==> config.mk <==
export PLATFORM = sky130hd
export DESIGN_NAME = rx_dfe_sequencer
export DESIGN_NICKNAME = d
export VERILOG_FILES = /design/src/rtl/rx_dfe_pkg.sv /design/src/rtl/rx_dfe_isi_mac.sv /design/src/rtl/rx_dfe_sequencer.sv
export SDC_FILE = /design/constraint.sdc
export NUM_CORES = 1
export LEC_CHECK = 0
export ABC_AREA = 1
export CAP_MARGIN = 5
export CORE_UTILIZATION = 56
export CTS_CLUSTER_DIAMETER = 60
export DETAILED_ROUTE_END_ITERATION = 8
export GPL_TIMING_DRIVEN = 0
export PLACE_DENSITY = 0.8
export RECOVER_POWER = 50
export SLEW_MARGIN = 40
export SYNTH_ARGS = -nofsm -noshare
export SYNTH_HDL_FRONTEND = slang
export SYNTH_SLANG_ARGS = --single-unit
==> constraint.sdc <==
create_clock -name clk -period 9.62 [get_ports clk]
set_input_delay 1.924 -clock clk [delete_from_list [all_inputs] [get_ports clk]]
set_output_delay 1.924 -clock clk [all_outputs]
set_load 0.03 [all_outputs]
==> src/rtl/rx_dfe_pkg.sv <==
`default_nettype none
// =============================================================================
// rx_dfe_pkg : FSM states, 4-PAM levels/symbols and width helpers for rx_dfe_*
// Revision   : 1.0
// =============================================================================
package rx_dfe_pkg;

  typedef enum logic [2:0] {
    ST_IDLE    = 3'd0,
    ST_CALC    = 3'd1,
    ST_ISSUE   = 3'd2,
    ST_CAPTURE = 3'd3,
    ST_OUT     = 3'd4
  } state_t;

  localparam logic [1:0] SYM_N3 = 2'b00;
  localparam logic [1:0] SYM_N1 = 2'b01;
  localparam logic [1:0] SYM_P1 = 2'b10;
  localparam logic [1:0] SYM_P3 = 2'b11;

  localparam int SEP_DEFAULT = 56;

  // Symbol code s maps to level (2s-3)*SEP/2: -3S/2, -S/2, +S/2, +3S/2.
  function automatic int lvl_of(input logic [1:0] sym, input int sep);
    return ((2 * int'(sym)) - 3) * sep / 2;
  endfunction

  function automatic int est_w(input int sr, input int prl);
    return sr * prl;
  endfunction

  localparam int LVL_N3 = lvl_of(SYM_N3, SEP_DEFAULT);
  localparam int LVL_N1 = lvl_of(SYM_N1, SEP_DEFAULT);
  localparam int LVL_P1 = lvl_of(SYM_P1, SEP_DEFAULT);
  localparam int LVL_P3 = lvl_of(SYM_P3, SEP_DEFAULT);

endpackage
`default_nettype wire

==> src/rtl/rx_dfe_isi_mac.sv <==
`default_nettype none
// =============================================================================
// rx_dfe_isi_mac : combinational post-cursor ISI sum, sum(tap[i] * hist[i])
// Revision       : 1.0
// =============================================================================
module rx_dfe_isi_mac #(
  parameter int N_TAPS   = 4,
  parameter int SAMPLE_W = 8,
  parameter int ACC_W    = 40
) (
  input  logic signed [SAMPLE_W-1:0] i_taps [N_TAPS],
  input  logic signed [SAMPLE_W-1:0] i_hist [N_TAPS],
  output logic signed [ACC_W-1:0]    o_acc
);

  localparam int c_prod_w = 2 * SAMPLE_W;

  logic signed [c_prod_w-1:0] w_prod [N_TAPS];

  for (genvar i = 0; i < N_TAPS; i++) begin : g_prod
    assign w_prod[i] = c_prod_w'(i_taps[i]) * c_prod_w'(i_hist[i]);
  end

  always_comb begin
    o_acc = '0;
    for (int i = 0; i < N_TAPS; i++) begin
      o_acc = o_acc + ACC_W'(w_prod[i]);
    end
  end

endmodule
`default_nettype wire

==> src/rtl/rx_dfe_sequencer.sv <==
`default_nettype none
// =============================================================================
// rx_dfe_sequencer : DFE loop sequencer around an external 4-PAM slicer.
// Revision 1.0 ; optional statistics ports under `RX_DFE_SEQ_STATS_EN
// =============================================================================
module rx_dfe_sequencer
  import rx_dfe_pkg::*;
#(
  parameter int PULSE_RESPONSE_LENGTH = 5,
  parameter int SIGNAL_RESOLUTION     = 8,
  parameter int SYMBOL_SEPERATION     = 56,
  parameter int TAP_FRAC              = 6
) (
  input  logic                                                  clk,
  input  logic                                                  rstn,
  input  logic signed [SIGNAL_RESOLUTION-1:0]                   s_sample,
  input  logic                                                  s_valid,
  output logic                                                  s_ready,
  input  logic                                                  cfg_we,
  input  logic [$clog2(PULSE_RESPONSE_LENGTH)-1:0]              cfg_addr,
  input  logic signed [SIGNAL_RESOLUTION-1:0]                   cfg_data,
  output logic signed [SIGNAL_RESOLUTION*PULSE_RESPONSE_LENGTH-1:0] est_out,
  output logic                                                  e_valid,
  input  logic signed [SIGNAL_RESOLUTION-1:0]                   fb_value,
  input  logic                                                  f_valid,
  output logic [1:0]                                            m_sym,
  output logic signed [SIGNAL_RESOLUTION-1:0]                   m_level,
  output logic                                                  m_valid,
  input  logic                                                  m_ready,
  output logic                                                  err
`ifdef RX_DFE_SEQ_STATS_EN
  ,
  output logic [31:0]                                           sym_count,
  output logic [15:0]                                           lvl_count [4]
`endif
);

  localparam int c_prl   = PULSE_RESPONSE_LENGTH;
  localparam int c_sr    = SIGNAL_RESOLUTION;
  localparam int c_nt    = c_prl - 1;
  localparam int c_est_w = est_w(c_sr, c_prl);

  localparam logic signed [c_sr-1:0] c_lvl_n3 = c_sr'(lvl_of(SYM_N3, SYMBOL_SEPERATION));
  localparam logic signed [c_sr-1:0] c_lvl_n1 = c_sr'(lvl_of(SYM_N1, SYMBOL_SEPERATION));
  localparam logic signed [c_sr-1:0] c_lvl_p1 = c_sr'(lvl_of(SYM_P1, SYMBOL_SEPERATION));
  localparam logic signed [c_sr-1:0] c_lvl_p3 = c_sr'(lvl_of(SYM_P3, SYMBOL_SEPERATION));

  state_t r_state;
  state_t w_state_nxt;

  logic signed [c_sr-1:0]    r_sample;
  logic signed [c_sr-1:0]    r_tap  [c_nt];  // r_tap[k] holds tap k+1
  logic signed [c_sr-1:0]    r_hist [c_nt];
  logic signed [c_est_w-1:0] w_acc;
  logic signed [c_est_w-1:0] w_est_nxt;
  logic signed [c_est_w-1:0] r_est;
  logic [1:0]                w_sym;
  logic                      w_lvl_ok;
  logic [1:0]                r_sym;
  logic signed [c_sr-1:0]    r_level;
  logic                      r_err;
  logic                      w_s_ready;
  logic                      w_e_valid;
  logic                      w_m_valid;

  rx_dfe_isi_mac #(
    .N_TAPS   (c_nt),
    .SAMPLE_W (c_sr),
    .ACC_W    (c_est_w)
  ) u_isi_mac (
    .i_taps (r_tap),
    .i_hist (r_hist),
    .o_acc  (w_acc)
  );

  assign w_est_nxt = c_est_w'(r_sample) - (w_acc >>> TAP_FRAC);

  always_ff @(posedge clk) begin
    if (!rstn) begin
      r_state <= ST_IDLE;
    end else begin
      r_state <= w_state_nxt;
    end
  end

  always_comb begin
    w_state_nxt = r_state;
    w_s_ready   = 1'b0;
    w_e_valid   = 1'b0;
    w_m_valid   = 1'b0;
    case (r_state)
      ST_IDLE: begin
        w_s_ready = 1'b1;
        if (s_valid) w_state_nxt = ST_CALC;
      end
      ST_CALC:    w_state_nxt = ST_ISSUE;
      ST_ISSUE: begin
        w_e_valid   = 1'b1;
        w_state_nxt = ST_CAPTURE;
      end
      ST_CAPTURE: w_state_nxt = ST_OUT;
      ST_OUT: begin
        w_m_valid = 1'b1;
        if (m_ready) w_state_nxt = ST_IDLE;
      end
      default:    w_state_nxt = ST_IDLE;
    endcase
  end

  always_comb begin
    w_sym    = SYM_N3;
    w_lvl_ok = 1'b1;
    if (fb_value == c_lvl_n3)      w_sym = SYM_N3;
    else if (fb_value == c_lvl_n1) w_sym = SYM_N1;
    else if (fb_value == c_lvl_p1) w_sym = SYM_P1;
    else if (fb_value == c_lvl_p3) w_sym = SYM_P3;
    else                           w_lvl_ok = 1'b0;
  end

  always_ff @(posedge clk) begin
    if (!rstn) begin
      r_sample <= '0;
      r_est    <= '0;
      r_sym    <= '0;
      r_level  <= '0;
      r_err    <= 1'b0;
      for (int k = 0; k < c_nt; k++) begin
        r_tap[k]  <= '0;
        r_hist[k] <= '0;
      end
    end else begin
      // Tap writes land at the same edge that closes CALC, so they affect the next CALC.
      for (int k = 0; k < c_nt; k++) begin
        if (cfg_we && (int'(cfg_addr) == k + 1)) r_tap[k] <= cfg_data;
      end
      case (r_state)
        ST_IDLE: if (s_valid) r_sample <= s_sample;
        ST_CALC: r_est <= w_est_nxt;
        ST_CAPTURE: begin
          r_hist[0] <= fb_value;
          for (int k = 1; k < c_nt; k++) r_hist[k] <= r_hist[k-1];
          r_sym   <= w_sym;
          r_level <= fb_value;
          if (!f_valid || !w_lvl_ok) r_err <= 1'b1;
        end
        default: ;
      endcase
    end
  end

  assign s_ready = w_s_ready;
  assign e_valid = w_e_valid;
  assign m_valid = w_m_valid;
  assign est_out = r_est;
  assign m_sym   = r_sym;
  assign m_level = r_level;
  assign err     = r_err;

`ifdef RX_DFE_SEQ_STATS_EN
  logic [31:0] r_sym_count;
  logic [15:0] r_lvl_count [4];

  always_ff @(posedge clk) begin
    if (!rstn) begin
      r_sym_count <= '0;
      for (int k = 0; k < 4; k++) r_lvl_count[k] <= '0;
    end else if (w_m_valid && m_ready) begin
      r_sym_count <= r_sym_count + 32'd1;
      for (int k = 0; k < 4; k++) begin
        if ((int'(r_sym) == k) && (r_lvl_count[k] != 16'hFFFF)) begin
          r_lvl_count[k] <= r_lvl_count[k] + 16'd1;
        end
      end
    end
  end

  assign sym_count = r_sym_count;
  assign lvl_count = r_lvl_count;
`endif

endmodule
`default_nettype wire
Word-level counts from Yosys, hierarchy flattened:

Index checks and enable logic that the tools add are counted.

* add/sub/neg operators: 4
* $mul: 4
* equality and inequality tests: 14
* multiplexer cells: 14
* reduce and logical (&&, ||, !) cells: 11

Operators by type and width (number)
* 8-bit by 8-bit multiplier with 16-bit output: 4
* 40-bit by 16-bit adder with 40-bit output: 1
* 8-bit by 34-bit subtractor with 35-bit output: 1
* 17-bit by 16-bit adder with 18-bit output: 1
* 16-bit by 16-bit adder with 17-bit output: 1
* 8-bit by 6-bit equality test with 1-bit output, second input constant: 2
* 8-bit equality test, second input constant: 2
* 3-bit case mux with 5 select lines: 1
* 3-bit equality test, second input constant: 4
* 3-bit by 2-bit equality test with 1-bit output, second input constant: 3
* 2-bit two-way mux: 4
* 1-bit two-way mux: 7
* 3-bit two-way mux: 2
* 2-bit AND reduction: 3
* 1-bit logical AND: 4
* 2-bit != test, second input constant: 2
* 3-bit by 1-bit equality test with 1-bit output, second input constant: 1
* 3-bit zero test: 1
* 1-bit zero test: 2
* 1-bit logical OR: 1

* bits in registers: 118
* bits of input ports: 33
* logic and storage cells: 60

Logic depth before layout (Yosys ltp):

Gate-level depths: netlist of run 1.

* depth in word-level cells: 8
* gate-level depth with buffers: 59
* mapped depth without buffers: 58

By module:

From an unflattened synthesis of run 1, not the netlist that was laid out.

* cell total of the unflattened synthesis: 2459
* area total of the unflattened synthesis: 18532.8 µm²

Modules (own cells, without submodules)
* rx_dfe_isi_mac: times used 1, cells an instance 1420, area an instance 11803.8 µm²
* rx_dfe_sequencer: times used 1, cells an instance 1039, area an instance 6729.0 µm²

Worst setup path after synthesis of run 1:

Ideal clock, no wire load.

* path kind: reg-to-reg
* from: register r_hist[9] in the netlist's numbering
* to: register r_est[27], in the netlist est_out[27]
* data arrival time: 10.530 ns
* data required time: 9.511 ns
* setup slack: -1.019 ns
* stages on the path, launching flop included: 52
* path buffers: 2
* path through: dfxtp_1 -> clkbuf_1 -> nand2_1 -> fa_1 -> inv_1 -> fa_1 -> inv_1 -> fa_1 -> inv_1 -> fa_1 -> inv_1 -> fa_1 -> inv_1 -> fa_1 -> inv_1 -> fa_1 -> inv_1 -> ha_1 -> (+16 left out) -> nor2_1 -> nand2_1 -> nor2_1 -> nand4_1 -> o211ai_2 -> nor2_4 -> buf_6 -> nor2_2 -> ha_1 -> a21oi_1 -> a21boi_0 -> o21ai_0 -> a21oi_1 -> nand2_1 -> nand2_1 -> nand3_1 -> nand2_1 -> inv_1

* word-level cells in the longest chain between the ends: 4

Ends and longest elaborated chain
* from (decl): RTL line rx_dfe_sequencer.sv:53 `logic signed [c_sr-1:0] r_hist [c_nt];`
* 8-bit by 8-bit multiplier with 16-bit output: RTL line rx_dfe_isi_mac.sv:21 `assign w_prod[i] = c_prod_w'(i_taps[i]) * c_prod_w'(i_hist[i]);`
* 17-bit by 16-bit adder with 18-bit output: RTL line rx_dfe_isi_mac.sv:27 `o_acc = o_acc + ACC_W'(w_prod[i]);`
* 40-bit by 16-bit adder with 40-bit output: RTL line rx_dfe_isi_mac.sv:27
* 8-bit by 34-bit subtractor with 35-bit output: RTL line rx_dfe_sequencer.sv:76 `assign w_est_nxt = c_est_w'(r_sample) - (w_acc >>> TAP_FRAC);`
* to (signal assigned): RTL line rx_dfe_sequencer.sv:138 `ST_CALC: r_est <= w_est_nxt;`
* to (decl): RTL line rx_dfe_sequencer.sv:56 `logic signed [c_est_w-1:0] r_est;`

Every way passes these cells.
A chain may end at the register's enable or synchronous reset.

Worst setup path after layout of run 1:

* from: register r_tap[29] in the netlist's numbering
* to: register r_est[32], in the netlist est_out[32]

* word-level cells in the longest chain between the ends: 5

Ends and longest elaborated chain
* from (decl): RTL line rx_dfe_sequencer.sv:52 `logic signed [c_sr-1:0] r_tap [c_nt];`
* 8-bit by 8-bit multiplier with 16-bit output: RTL line rx_dfe_isi_mac.sv:21
* 16-bit by 16-bit adder with 17-bit output: RTL line rx_dfe_isi_mac.sv:27
* 17-bit by 16-bit adder with 18-bit output: RTL line rx_dfe_isi_mac.sv:27
* 40-bit by 16-bit adder with 40-bit output: RTL line rx_dfe_isi_mac.sv:27
* 8-bit by 34-bit subtractor with 35-bit output: RTL line rx_dfe_sequencer.sv:76

Every way passes these cells.

==> results of run 1 <==
-- flip-flops by register name, indices dropped and copies added, names as in the netlist --
signal,count
est_out,35
r_state,3
r_sample,8
m_sym,2
m_level,8
err,1
r_hist,24
r_tap,32
-- worst register-to-register path, delay by kind of cell, from the launching register on --
family / cells / cell delay [ns]
AO/OA/AOI/OAI: 4 / 0.79
XOR/XNOR: 1 / 0.15
adder cells (fa/ha/maj): 15 / 6.88
buffers and inverters: 13 / 1.08
flip-flops: 1 / 0.35
AND/OR/NAND/NOR: 17 / 1.77
-- worst max path at each step --
stage	to	startpoint	slack (ns)
after floorplan	est_out[31]$_SDFFE_PN0P_	r_tap[15]$_SDFFE_PN0P_	-0.34
after global placement	est_out[32]$_SDFFE_PN0P_	r_hist[14]$_SDFFE_PN0P_	-1.63
after detailed placement	est_out[28]$_SDFFE_PN0P_	r_hist[14]$_SDFFE_PN0P_	-1.87
after CTS	est_out[31]$_SDFFE_PN0P_	m_level[2]$_SDFFE_PN0P_	-1.30
after global routing	est_out[28]$_SDFFE_PN0P_	r_tap[29]$_SDFFE_PN0P_	-1.84
final	est_out[32]$_SDFFE_PN0P_	r_tap[29]$_SDFFE_PN0P_	-1.52
-- cells in the final DEF, fill, tap and decap left out, types with 17 or more instances in the layout --
cell	count
dfxtp_1	99
a21oi_2	32
buf_4	92
nor2_1	168
clkdlybuf4s50_1	81
ha_4	54
o21ai_0	95
a21oi_1	46
ha_1	92
a21oi_4	19
inv_1	599
nor2_2	34
clkbuf_16	18
inv_2	34
nand2_1	400
nand2_4	21
nand2_2	53
o21bai_1	18
nand3_1	58
nor2_4	26
fa_1	306
clkbuf_1	36
xnor2_1	17
-- layout make-up --
type / count / area, um^2
plain buffers: 91 / 672
fillers: 2375 / 8970
repair buffers: 174 / 1610
well taps: 442 / 553
clock buffers: 20 / 478
diodes: 1 / 2.50
multi-input cells: 1619 / 15700
clock inverters: 12 / 144
inverters: 640 / 2420
flip-flops and latches: 113 / 2300
-- routing by layer --
layer / share of wire / routed length [um]
met5: 0.00025 / 14
met4: 0.049 / 2740
met3: 0.088 / 4920
met2: 0.47 / 26500
met1: 0.39 / 21900
-- stage by stage --
step	utilization	instances	total power, uW	hold slack, ns
CTS	0.699	3079	2690	0.473
detailed placement	0.643	3003	1790	0.462
global route	0.727	3112	3070	0.514
global placement	0.643	3003	1770	0.453
finish	0.727	3112	2930	0.485
floorplan	-	2477	1460	0.435
-- cell families (layout without fill, tap and decap cells) --
family / after synthesis / after routing
AND/OR/NAND/NOR: 814 / 815
XOR/XNOR: 48 / 48
adder cells (fa/ha/maj): 473 / 473
flip-flops: 113 / 113
other: 0 / 1
AO/OA/AOI/OAI: 283 / 283
buffers and inverters: 746 / 937
-- where the power goes --
part,leakage (uW),internal (uW),switching [uW],total (uW)
Combinational,0.0114,690,1020,1710
Clock,0.000295,415,273,688
Sequential,0.000930,500,34.9,535
Total,0.0126,1610,1330,2930
-- what timing repair did --
action                                  in CTS  in global routing
resized for setup                          212                160
endpoints found under the setup margin      34                 34
endpoints found under the hold margin        0                  0
buffers inserted                            55                 34
gates cloned                                 3                  0
pin swaps                                  102                 85
==> results.json, run 1 <==
{
  "hold_start": "m_sym[1]$_SDFFE_PN0P_",
  "cts_hold_buf": 0,
  "core_area_um2": 32900,
  "cts_made_buffers": 17,
  "r2r_start": "r_tap[29]$_SDFFE_PN0P_",
  "core.rowCount": 66,
  "fin_tns_setup_ns": -39.95,
  "yosysSeqAreaShare": 0.120,
  "peakVddDrop_v": 0.000110,
  "min_to": "m_sym[1]$_SDFFE_PN0P_",
  "die_w_um": 186,
  "end_kind": "flip-flop",
  "grt.busiest_layer": "met2",
  "chipHeight_um": 186,
  "critPathLaunchType": "flip-flop",
  "h-tree-depth": 4,
  "layout-area-overhead-vs-synth_pct": 26.7,
  "arrival_ns": 11.47,
  "antenna_found_initial": 2,
  "synth-edff-count": 0,
  "synth_flop_cell": "dfxtp_1",
  "p_leak_uw": 0.0126,
  "finalWirelength_um": 56000,
  "yosys-top-cells-count": "636 x inv_1, 460 x nand2_1, 322 x fa_1",
  "clk_path_buf_depth": 2,
  "wire_per_inst_um": 18.0,
  "vias_per_cell": 5.48,
  "critical_path_required_ns": 9.95,
  "critPathMaxStageDelay_ns": 0.61,
  "synth.most_common_cell": "inv_1",
  "drtIter0Drc": 1642,
  "synth_area_leaders": "fa_1 34%, inv_1 13%, dfxtp_1 12%",
  "die_area_um2": 34400,
  "synth-simple-area-share": 0.178,
  "insertion_delay_ns": 0.45,
  "crit_top_cell": "fa_1",
  "overflow": 0,
  "yosys.area_share.adder": 0.442,
  "ant_nets": 0,
  "crit_family": "adder cells",
  "io_buffers": 84,
  "met2_usage": 0.544,
  "cp.depth": 50,
  "slew_viol_final": 0,
  "drv_cap": 0,
  "violations": "DRC, setup timing",
  "cp_slowest_cell": "fa_1",
  "holdPathStages": 2,
  "power.density_nw_per_um2": 123,
  "io_pins": 87,
  "dp_hpwl_um": 41300,
  "dr.pass1.iters": 9,
  "synth-xor-area-share": 0.0223,
  "yosys_warnings": 0,
  "hold_viol": 0,
  "path_max_fanout": 9,
  "synthMuxAreaShare": 0,
  "start_util": 0.574,
  "worst-path-buf-inv": 13,
  "place_congestion": 0.920,
  "num_vias": 17100,
  "clock-sinks": 113,
  "drive_gt1_frac": 0.215,
  "synth-compound-area-share": 0.0853,
  "slew_headroom": 0.434,
  "grt_util_met3": 0.0624,
  "yosys.area.top_type_share": 0.342,
  "fin_ws_ns": -1.52,
  "grt_pass1_wl_um": 88300,
  "grtUsageMet1": 0.430,
  "synth-async-reset-ratio": 0,
  "fmax_mhz": 89.8,
  "status": "finished, violations left",
  "synth_area_leader_cell": "fa_1",
  "path_class": "flip-flop to flip-flop",
  "syn_inst": 2477,
  "rr_endpoint": "est_out[32]$_SDFFE_PN0P_",
  "cts-root-buf": "clkbuf_16",
  "synth_cell_types": 48,
  "nets": 3162,
  "final.min_clock_period_ns": 11.14,
  "place_area_um2": 21100,
  "synth_fp_nets": 2983,
  "grt_max_degree": 29,
  "grtUsageTotal": 0.333,
  "synth_top_family_by_area": "adder cells",
  "path_clk_slew_ns": 0.06,
  "setup_viol": 31,
  "hold_class": "flip-flop to flip-flop",
  "ys_ff_latch": 113,
  "synth_area_um2": 18900,
  "cts_tree": "yes",
  "fin_area_um2": 23900,
  "avgSynthCellArea_um2": 7.62,
  "r2r_cells": 50,
  "rrSetupSlack_ns": -1.52,
  "skew_ns": 0.0199,
  "worstMarginPinSlew_ns": 0.849,
  "finalCritPeriodShare": 1.16,
  "drc": 1,
  "rsz0062_at_grt": "true",
  "dp_slack_ns": -1.87,
  "grt_pass1_vias": 17600
}
(Power assumes the default switching activity.)
==> run 2, diff against run 1 <==
--- a/config.mk
+++ b/config.mk
@@ -5,7 +5,6 @@
 export SDC_FILE = /design/constraint.sdc
 export NUM_CORES = 1
 export LEC_CHECK = 0
-export ABC_AREA = 1
 export CAP_MARGIN = 5
 export CORE_UTILIZATION = 56
 export CTS_CLUSTER_DIAMETER = 60
==> run 2 against run 1 <==
Net effect: the run ends with setup timing left; area after synthesis down 6.2%; via count fell by 16%; clock skew down 0.0052 ns; highest routed layer is now met4; setup slack got worse by 1.0 ns; flip-flop and latch count stayed put; maximum frequency decreased by 8.2%; power decreased by 29%; die area down 6.1%; sequential power barely moved.
==> results.json, run 2 <==
{
  "die_area_um2": 32300,
  "finalWirelength_um": 47800,
  "critical_path_required_ns": 9.97,
  "ant_nets": 0,
  "synth.most_common_cell": "inv_1",
  "r2r_start": "m_level[3]$_SDFFE_PN0P_",
  "n_antenna_cell": 0,
  "crit_top_cell": "fa_1",
  "critPathLaunchType": "flip-flop",
  "hold_class": "flip-flop to flip-flop",
  "finalCritPeriodShare": 1.26,
  "rsz0062_at_grt": "true",
  "cts_hold_buf": 0,
  "largest_reg_flops": 35,
  "drive_gt1_frac": 0.166,
  "start_util": 0.574,
  "final_common_cell": "inv_1",
  "fmax_mhz": 82.4,
  "grtUsageTotal": 0.298,
  "met2_usage": 0.491,
  "setup_viol": 32,
  "cts_made_buffers": 17,
  "final_cell_mix": "381 x inv_1, 318 x fa_1, 259 x nand2_1",
  "grt_pass1_wl_um": 76100,
  "hold_ws_ns": 0.462,
  "final.min_clock_period_ns": 12.14,
  "dr.pass1.iters": 7,
  "yosys.area.top_type_share": 0.364,
  "path_max_fanout": 5,
  "nets": 2648,
  "synth_fp_nets": 2481,
  "worstMarginPinSlew_ns": 0.984,
  "final_util": 0.706,
  "cp_slowest_cell": "fa_1",
  "core.rowCount": 64,
  "status": "finished, violations left",
  "dp_hpwl_um": 36200,
  "synth_area_leaders": "fa_1 36%, dfxtp_1 13%, ha_1 11%",
  "arrival_ns": 12.48,
  "vias_per_cell": 5.65,
  "core_area_um2": 30800,
  "syn_inst": 1975,
  "violations": "setup timing",
  "drc": 0,
  "yosysSeqAreaShare": 0.128,
  "fin_ws_ns": -2.52,
  "grtUsageMet1": 0.393,
  "clock-sinks": 113,
  "cts-root-buf": "clkbuf_16",
  "worstSetupStartpoint": "m_level[3]$_SDFFE_PN0P_",
  "ys_ff_latch": 113,
  "layout-area-overhead-vs-synth_pct": 23.0,
  "slew_headroom": 0.344,
  "slew_viol_final": 0,
  "grt_pass1_vias": 15000,
  "skew_ns": 0.0146,
  "synth-async-reset-ratio": 0,
  "io_pins": 87,
  "drtIter0Drc": 1015,
  "cts_tree": "yes",
  "avgSynthCellArea_um2": 8.96,
  "synth-edff-count": 0,
  "synth_flop_cell": "dfxtp_1",
  "rrSetupSlack_ns": -2.52,
  "peakVddDrop_v": 0.000142,
  "drv_cap": 0,
  "grt.busiest_layer": "met2",
  "power.density_nw_per_um2": 95.9,
  "rr_endpoint": "est_out[28]$_SDFFE_PN0P_",
  "overflow": 0,
  "critPathMaxStageDelay_ns": 0.56,
  "insertion_delay_ns": 0.43,
  "synth_area_um2": 17700,
  "path_clk_slew_ns": 0.07,
  "path_class": "flip-flop to flip-flop",
  "p_leak_uw": 0.0100,
  "synth_cell_types": 68,
  "end_kind": "flip-flop",
  "num_vias": 14400,
  "chipHeight_um": 180,
  "io_buffers": 85,
  "yosys-top-cells-count": "388 x inv_1, 322 x fa_1, 265 x nand2_1",
  "clk_path_buf_depth": 2,
  "synth_area_leader_cell": "fa_1",
  "wire_per_inst_um": 18.7,
  "place_congestion": 0.922,
  "hold_viol": 0,
  "grt_max_degree": 29,
  "crit_end": "est_out[28]$_SDFFE_PN0P_",
  "die_w_um": 180,
  "r2r_cells": 48,
  "antenna_found_initial": 0,
  "grt_util_met3": 0.0478,
  "h-tree-depth": 4,
  "yosys_warnings": 0
}
run 2: cell count changes in the layout (fill, tap and decap cells not counted), sizes merged, moves of 20 or more:
cell,change
nor2,-182
nand3,-39
a21oi,-20
inv,-243
a21boi,+23
buf,-23
nand2b,+23
and2,+138
nand2,-210
o21ai,-84
run 2: metal layers:
metal	vias to the layer above	share of wire	wire length, um
met5	-	0	0
met4	0	0.048	2280
met3	133	0.068	3250
met2	618	0.48	22900
met1	7218	0.40	19300
li1	6440	-	-
run 2: worst min path at each step:
stage | start | cells after the start | slack [ns] | end
final | est_out[20]$_SDFFE_PN0P_ | 2 | 0.46 | est_out[20]$_SDFFE_PN0P_
after global routing | m_sym[1]$_SDFFE_PN0P_ | 2 | 0.49 | m_sym[1]$_SDFFE_PN0P_
after CTS | est_out[20]$_SDFFE_PN0P_ | 2 | 0.46 | est_out[20]$_SDFFE_PN0P_
after detailed placement | err$_SDFFE_PN0P_ | 1 | 0.45 | err$_SDFFE_PN0P_
after global placement | r_sample[0]$_SDFFE_PN0P_ | 2 | 0.46 | r_sample[0]$_SDFFE_PN0P_
after floorplan | r_sample[5]$_SDFFE_PN0P_ | 2 | 0.44 | r_sample[5]$_SDFFE_PN0P_
run 2: cells by family after synthesis:
group                      after synthesis  synth area share
DFF                                    113             0.128
AOI/OAI and AO/OA                      254            0.0965
muxes                                   16           0.00905
and+or+nand+nor                        577             0.160
adders and majority gates              473             0.471
xor gates and xnor gates                60            0.0297
buffers and inverters                  482             0.106
run 2: worst max-delay path: cells and delay by family, from the launching register on:
| kind | cells | cell delay, ns |
|---|---|---|
| adder cells (fa/ha/maj) | 15 | 6.66 |
| AO/OA/AOI/OAI | 15 | 2.53 |
| buffers and inverters | 12 | 1.19 |
| AND/OR/NAND/NOR | 5 | 1.08 |
| flip-flops | 1 | 0.33 |
| XOR/XNOR | 1 | 0.21 |
run 2: final cells by class:
cell class / count / area, um^2
fillers: 2171 / 9070
flip-flops and latches: 113 / 2310
clock inverters: 15 / 181
inverters: 389 / 1460
repair buffers: 167 / 1540
well taps: 396 / 495
multi-input cells: 1380 / 14900
clock buffers: 17 / 425
plain buffers: 74 / 429
run 2: what timing repair did:
item,in CTS,in global routing
cloned,1,0
buffers inserted,50,33
gates resized for setup,138,149
endpoints found under the hold margin,0,0
setup endpoints to repair,32,34
pin swaps,91,81
run 2: power by group:
part           internal [uW]  total, uW  switching (uW)
clock                    394        665             272
combinational            415        890             475
sequential               499        532            33.8
run 2: per-stage QoR:
stage                     instances  setup TNS (ns)  instance area [um^2]  total power, uW  setup slack (ns)
after CTS                      2525          -54.69                 20800             1930             -2.51
final                          2551          -57.12                 21800             2090             -2.52
after global routing           2551          -68.08                 21800             2160             -2.84
after detailed placement       2457          -68.95                 19300             1150             -3.35
after global placement         2456          -63.72                 19300             1140             -3.16
after floorplan                1975          -30.59                 17900              961             -1.87
